<file path="config.mk">
export PLATFORM = sky130hd
export DESIGN_NAME = pkt_frame_ctrl
export DESIGN_NICKNAME = d
export VERILOG_FILES = /design/src/rtl/pkt_frame_ctrl.sv
export SDC_FILE = /design/constraint.sdc
export NUM_CORES = 1
export LEC_CHECK = 0
export CAP_MARGIN = 10
export CORE_UTILIZATION = 36
export DETAILED_ROUTE_END_ITERATION = 10
export MAX_ROUTING_LAYER = met4
export PLACE_DENSITY = 0.67
export SYNTH_ARGS = -nofsm -noshare
export SYNTH_HDL_FRONTEND = slang
export SYNTH_SLANG_ARGS = --single-unit
</file>
<file path="constraint.sdc">
create_clock -name clk -period 4.1 [get_ports clk]
set_input_delay 0.82 -clock clk [delete_from_list [all_inputs] [get_ports clk]]
set_output_delay 0.82 -clock clk [all_outputs]
set_load 0.02 [all_outputs]
</file>
<file path="src/rtl/pkt_frame_ctrl.sv">
// Frames sync-delimited telemetry packets: two header words go to the parser, and the
// payload length comes back from it. Forwarding is one cycle behind acceptance; in_ready drops in WAIT_HDR/FLUSH and on abort.
module pkt_frame_ctrl #(
    parameter logic [31:0] SYNC_WORD   = 32'h1ACFFC1D,
    parameter int          MAX_WORDS   = 1024,
    parameter int          HDR_TIMEOUT = 3
) (
    input  logic        clk,
    input  logic        reset,
    input  logic        in_valid,
    input  logic [31:0] in_data,
    output logic        in_ready,
    input  logic        abort,
    output logic        par_valid,
    output logic [31:0] par_data,
    output logic        par_reset,
    input  logic [47:0] hdr_in,
    input  logic        hdr_valid,
    output logic [15:0] pkt_len,
    output logic        pkt_start,
    output logic        pkt_done,
    output logic        pkt_err,
    output logic        busy
);

    localparam logic [2:0] S_IDLE     = 3'd0;
    localparam logic [2:0] S_HDR0     = 3'd1;
    localparam logic [2:0] S_HDR1     = 3'd2;
    localparam logic [2:0] S_WAIT_HDR = 3'd3;
    localparam logic [2:0] S_PAYLOAD  = 3'd4;
    localparam logic [2:0] S_FLUSH    = 3'd5;

    localparam logic [15:0] TMO_LAST = 16'(HDR_TIMEOUT - 1);
    localparam logic [16:0] MAX_N    = 17'(MAX_WORDS);

    logic [2:0]  state;
    logic [2:0]  state_nxt;
    logic [15:0] rem_cnt;
    logic [15:0] tmo_cnt;
    logic        accept;
    logic        fwd;
    logic        flush_err;
    logic        hdr_take;
    logic [15:0] hdr_n;
    logic        unused_hdr;

    assign unused_hdr = ^hdr_in[47:16];
    assign hdr_n      = hdr_in[15:0];

    assign in_ready = !abort && (state == S_IDLE || state == S_HDR0 ||
                                 state == S_HDR1 || state == S_PAYLOAD);
    assign accept   = in_valid && in_ready;
    assign busy     = (state != S_IDLE);
    assign hdr_take = (state == S_WAIT_HDR) && hdr_valid && !abort;

    always_comb begin
        state_nxt = state;
        fwd       = 1'b0;
        flush_err = 1'b0;
        case (state)
            S_IDLE: begin
                if (accept && in_data == SYNC_WORD) state_nxt = S_HDR0;
            end
            S_HDR0, S_HDR1: begin
                if (abort) begin
                    state_nxt = S_FLUSH;
                    flush_err = 1'b1;
                end else if (accept) begin
                    fwd       = 1'b1;
                    state_nxt = (state == S_HDR0) ? S_HDR1 : S_WAIT_HDR;
                end
            end
            S_WAIT_HDR: begin
                if (abort) begin
                    state_nxt = S_FLUSH;
                    flush_err = 1'b1;
                end else if (hdr_valid) begin
                    if (hdr_n == 16'd0) begin
                        state_nxt = S_FLUSH;
                    end else if ({1'b0, hdr_n} > MAX_N) begin
                        state_nxt = S_FLUSH;
                        flush_err = 1'b1;
                    end else begin
                        state_nxt = S_PAYLOAD;
                    end
                end else if (tmo_cnt == TMO_LAST) begin
                    state_nxt = S_FLUSH;
                    flush_err = 1'b1;
                end
            end
            S_PAYLOAD: begin
                // abort drops in_ready, so it wins over a final word in the same cycle
                if (abort) begin
                    state_nxt = S_FLUSH;
                    flush_err = 1'b1;
                end else if (accept) begin
                    fwd = 1'b1;
                    if (rem_cnt == 16'd1) state_nxt = S_FLUSH;
                end
            end
            S_FLUSH: state_nxt = S_IDLE;
            default: state_nxt = S_IDLE;
        endcase
    end

    always_ff @(posedge clk) begin
        if (reset) begin
            state     <= S_IDLE;
            rem_cnt   <= 16'd0;
            tmo_cnt   <= 16'd0;
            par_valid <= 1'b0;
            par_data  <= 32'd0;
            par_reset <= 1'b1;
            pkt_len   <= 16'd0;
            pkt_start <= 1'b0;
            pkt_done  <= 1'b0;
            pkt_err   <= 1'b0;
        end else begin
            state     <= state_nxt;
            par_valid <= fwd;
            if (fwd) par_data <= in_data;
            // pulses are registered on FLUSH entry so they line up with the FLUSH cycle
            par_reset <= (state_nxt == S_FLUSH);
            pkt_done  <= (state_nxt == S_FLUSH) && !flush_err;
            pkt_err   <= (state_nxt == S_FLUSH) && flush_err;
            pkt_start <= (state == S_IDLE) && accept && (in_data == SYNC_WORD);
            tmo_cnt   <= (state == S_WAIT_HDR) ? tmo_cnt + 16'd1 : 16'd0;
            if (hdr_take) begin
                pkt_len <= hdr_n;
                rem_cnt <= hdr_n;
            end else if (state == S_PAYLOAD && accept) begin
                rem_cnt <= rem_cnt - 16'd1;
            end
        end
    end

endmodule

</file>
; Yosys cells after proc, flatten, opt, wreduce, memory -nomap -nowiden
; Cells that the tools add are included.
[word_totals]
mem_bits_ro = 0
latch_bits = 0
mem_bits_rw = 0
reg_bits = 88
memories = 0
[classes]
bitwise = 1
n_addsub = 2
n_lt_le_gt_ge = 1
mul = 0
n_reduce_logical = 22
n_mux = 25
n_eq_ne = 8
n_div = 0
n_shift = 0
[op_table]
columns = operator, n
row1 = $eq 32x29->1 const B, 1
row2 = $mux 16, 2
row3 = $mux 3, 9
row4 = $add 16x1->16 const B, 1
row5 = $eq 16x1->1 const B, 1
row6 = $eq 16x2->1 const B, 1
row7 = $gt 16x11->1 const B, 1
row8 = $logic_not 16->1, 1
row9 = $sub 16x1->16 const B, 1
row10 = $mux 1, 12
row11 = $pmux 3 s4, 1
row12 = $logic_and 1x1->1, 10
row13 = $eq 3x2->1 const B, 2
row14 = $eq 3x3->1 const B, 2
row15 = $reduce_or 2->1, 2
row16 = $eq 3x1->1 const B, 1
row17 = $logic_not 3->1, 1
row18 = $logic_or 1x1->1, 3
row19 = $reduce_bool 3->1, 1
row20 = $reduce_or 3->1, 1
row21 = $logic_not 1->1, 2
row22 = $pmux 1 s2, 1
row23 = $reduce_bool 2->1, 1
row24 = $not 1->1, 1

; Longest topological paths before layout
[depth]
depth_word = 11
depth_mapped = 8
ltp_nobuf = 8

; Worst setup path before layout
; Ideal clock, no wire load.
[synth_path]
path_kind = in2reg
from = input abort
to = register rem_cnt[9]
slack_ns = 1.806
setup_time_ns = 0.074
arrival_ns = 2.220
stages = 7
path_cell_list = buf_2 -> nor2b_1 -> clkbuf_1 -> nand4_1 -> or3_1 -> or3_1 -> a31oi_1
[synth_via]
elab_chain_cells = 5
elab_cells_between_ends = 7
cone_classes = 1 x mux / 6 x reduce/logical
[synth_rtl]
columns = item, line
row1 = start: declaration, 13  ; input logic abort,
row2 = $logic_not 1->1 *, "50, 54"
row3 = $logic_and 1x1->1, 50  ; assign in_ready = !abort && (state == S_IDLE || state == S_HDR0 ||
row4 = $logic_and 1x1->1, 52  ; assign accept = in_valid && in_ready;
row5 = $logic_and 1x1->1, 131  ; end else if (state == S_PAYLOAD && accept) begin
row6 = $reduce_bool 2->1 (no source line), -
row7 = end signal: assignment, 130  ; rem_cnt <= hdr_n;
row8 = end signal: assignment, 132  ; rem_cnt <= rem_cnt - 16'd1;
row9 = end: declaration, 38  ; logic [15:0] rem_cnt;
; Mark *: on every way between the ends. The rest lies on a longest branch, timed or not.
; A chain may end at the register's enable or synchronous reset.

; Final worst setup path
[layout_path]
from = input abort
to = output in_ready
[layout_via]
elab_chain_cells = 2
[layout_rtl]
columns = item, line
row1 = $logic_not 1->1, 50
row2 = $logic_and 1x1->1, 50
row3 = end: declaration, 12  ; output logic in_ready,
; Every way passes these cells.

==> flow_summary.yaml <==
floorplanning:
  top_level_ports: 140
  die_y_um: 104
  initial_utilization_pct: 37.7
  core_area_um2: 9910
  rows: 36
  dieArea_um2: 10800
  die_w_um: 104
grt:
  antenna_found_initial: 0
  grt_pass1_wl_um: 15200
  grt_start_max_net_pins: 43
  gr-usage-all-layers_pct: 17.9
  grt_pass1_vias: 3225
  grt-ovfl-total: 0
finish:
  area_growth_pct: 36.6
  fin_nets: 606
  layout_commonest_cell: "clkdlybuf4s50_1"
  final_cell_mix: "clkdlybuf4s50_1, dfxtp_1, nor2_1"
  antenna_cells: 0
  final_layout_size_suffix_gt1_share_pct: 5.36
  fillers: 947
route:
  antenna_left: 0
  drt-pass1-iter-count: 4
  drt_iter0_markers: 148
  drc: 0
  vias: 3304
  wl_um: 8980
  wire_per_inst_um: 13.7
  viasPerCell: 5.04
pwr:
  p_total_uw: 1590
  ir_drop_uv: 188
  p_leak_uw: 0.00193
  power_density_nw_per_um2: 312
clock_tree:
  clkTransAtPathRegs_ps: 90
  cts_buffers: 9
  worstSkewPairLatency_ps: 350
  cts_sinks: 88
  cts_tree: "yes"
  cts_resized: 0
  cts_hold_buf: 0
  cts_buffer_depth: 2
  root_buffer: "clkbuf_8"
  post_cts_buffers: 0
  cts-htree-levels: 3
timing:
  timing.final.crit_share_pct: 73.5
  rsz0062_at_grt: "no"
  fmax_mhz: 332
  fin_crit_ps: 3010
  worst_slew_pin_slew_ps: 791
  finalClockSkew_ps: 11.4
  relSlewSlack_pct: 46.8
  setup_viol: 0
  hold_viol_final: 0
  finalSetupTns_ps: 0
  report.final.slew_viol_count: 0
synthesis:
  seq_area_frac_synth_pct: 47.2
  ys_ff_latch: 88
  yosysWarnings: 0
  yosys.area_share.simple_pct: 25.1
  synth_mux_area_share_pct: 9.14
  synth.avg_cell_area_um2: 8.90
  synth_cell_types: 47
  netlist_instances: 420
  synthFlopType: "dfxtp_1"
  synthXorXnorAreaFrac_pct: 3.52
  synthAdderAreaFrac_pct: 1.34
  async_flop_share_pct: 0
  syn_area_um2: 3740
  synth_compound_area_share_pct: 10.5
  synth_edf_count: 0
  syn_nets: 509
  synth_top_family_by_area: "simple AND/OR/NAND/NOR gates"
place:
  dp_hpwl_um: 6520
  portBuffers: 107
  place.gp.congestion: 0.783
min_path:
  hold_class: "flop to flop"
setup_path:
  worstPathRequired_ps: 3280
  crit_path_start_kind: "input pin"
  cp-end-kind: "output pin"
  crit_fanout: 9
  crit_arrival_ps: 2190
  critPathKind: "input pin to output pin"
status:
  status: "completed"
flow_run:
  maxCapViolCount: 0
-- critical path, cell delays in order --
cell and delay, ps:
clkdlybuf4s50_1 570, nor2_1 170, clkdlybuf4s50_1 640
-- final cells by class --
class / instances / area, µm² / share of cell area, %
clock buffer: 12 / 135 / 2.65
clock inverter: 4 / 77.6 / 1.52
inverter: 7 / 26.3 / 0.515
multi-input combinational: 302 / 1860 / 36.4
sequential: 88 / 1760 / 34.5
tap: 133 / 166 / 3.26
timing repair buffer: 109 / 1080 / 21.2
-- state kept, by name, summed over array words and instances, names as in the netlist --
signal / flops
par_data: 32
par_reset: 1
par_valid: 1
pkt_done: 1
pkt_err: 1
pkt_len: 16
pkt_start: 1
rem_cnt: 16
state: 3
tmo_cnt: 16
-- final timing paths --
check         startpoint          end  slack, ps  cells after the start
max                abort     in_ready       1090                      3
min          pkt_len[11]  pkt_len[11]        460                      2
max reg2reg     state[1]     pkt_done       1860                      5
min reg2reg  pkt_len[11]  pkt_len[11]        460                      2
-- synthesized netlist by cell type, types with 2 or more instances --
cell type  count  area share [%]
dfxtp_1       88              47
nor2_1        66             6.6
nand2_1       42             4.2
mux2i_1       33             8.8
a21oi_1       25             3.3
clkbuf_1      17             1.7
nand3_1       17             2.3
or3_1         11             1.8
a31oi_1       10             1.7
xnor2_1       10             2.3
o21ai_0        8             1.1
inv_1          7            0.70
nand4_1        7             1.2
nor3_1         7            0.94
nor4_1         7             1.2
buf_2          6            0.80
o211ai_1       6             1.2
xor2_1         5             1.2
and3_1         4            0.67
ha_1           4             1.3
a211oi_1       3            0.60
nand3b_1       3            0.60
or2_2          3            0.50
nand4b_1       2            0.47
nor2b_1        2            0.33
nor4b_1        2            0.47
o21a_1         2            0.40
o22ai_1        2            0.33
o311ai_0       2            0.47
or4bb_1        2            0.60
-- routing by layer --
layer / wire (µm) / part of all wire (%) / up-vias / GRT usage, %
met1: 4150 / 46 / 1509 / 22.5
met5: 0 / 0 / - / -
met3: 606 / 6.7 / 6 / 5.64
li1: - / - / 1673 / -
met2: 4160 / 46 / 116 / 27.9
met4: 61 / 0.68 / 0 / 4.59
-- power breakdown --
| part | total, µW | switching [µW] | internal, µW |
|---|---|---|---|
| Clock | 652 | 304 | 348 |
| Sequential | 854 | 0.140 | 854 |
| Combinational | 84.6 | 33.2 | 51.3 |
| Total | 1590 | 337 | 1250 |
-- cells by family after synthesis --
logic type / after synthesis
mux: 34
buf+inv: 30
compound gates: 64
simple gates: 185
xor+xnor: 15
fa+ha+maj: 4
flops: 88
-- through the flow --
step	instances	setup WS [ps]	util [%]	hold slack, ps	area [µm²]
2_1_floorplan	420	1810	-	426	3740
3_3_place_gp	639	946	49.4	435	4890
3_5_place_dp	639	902	49.4	448	4890
4_1_cts	655	1090	51.5	461	5100
5_1_grt	655	990	51.5	479	5100
6_report	655	1090	51.5	456	5100
Note: power is estimated with default switching activity, not from simulation.
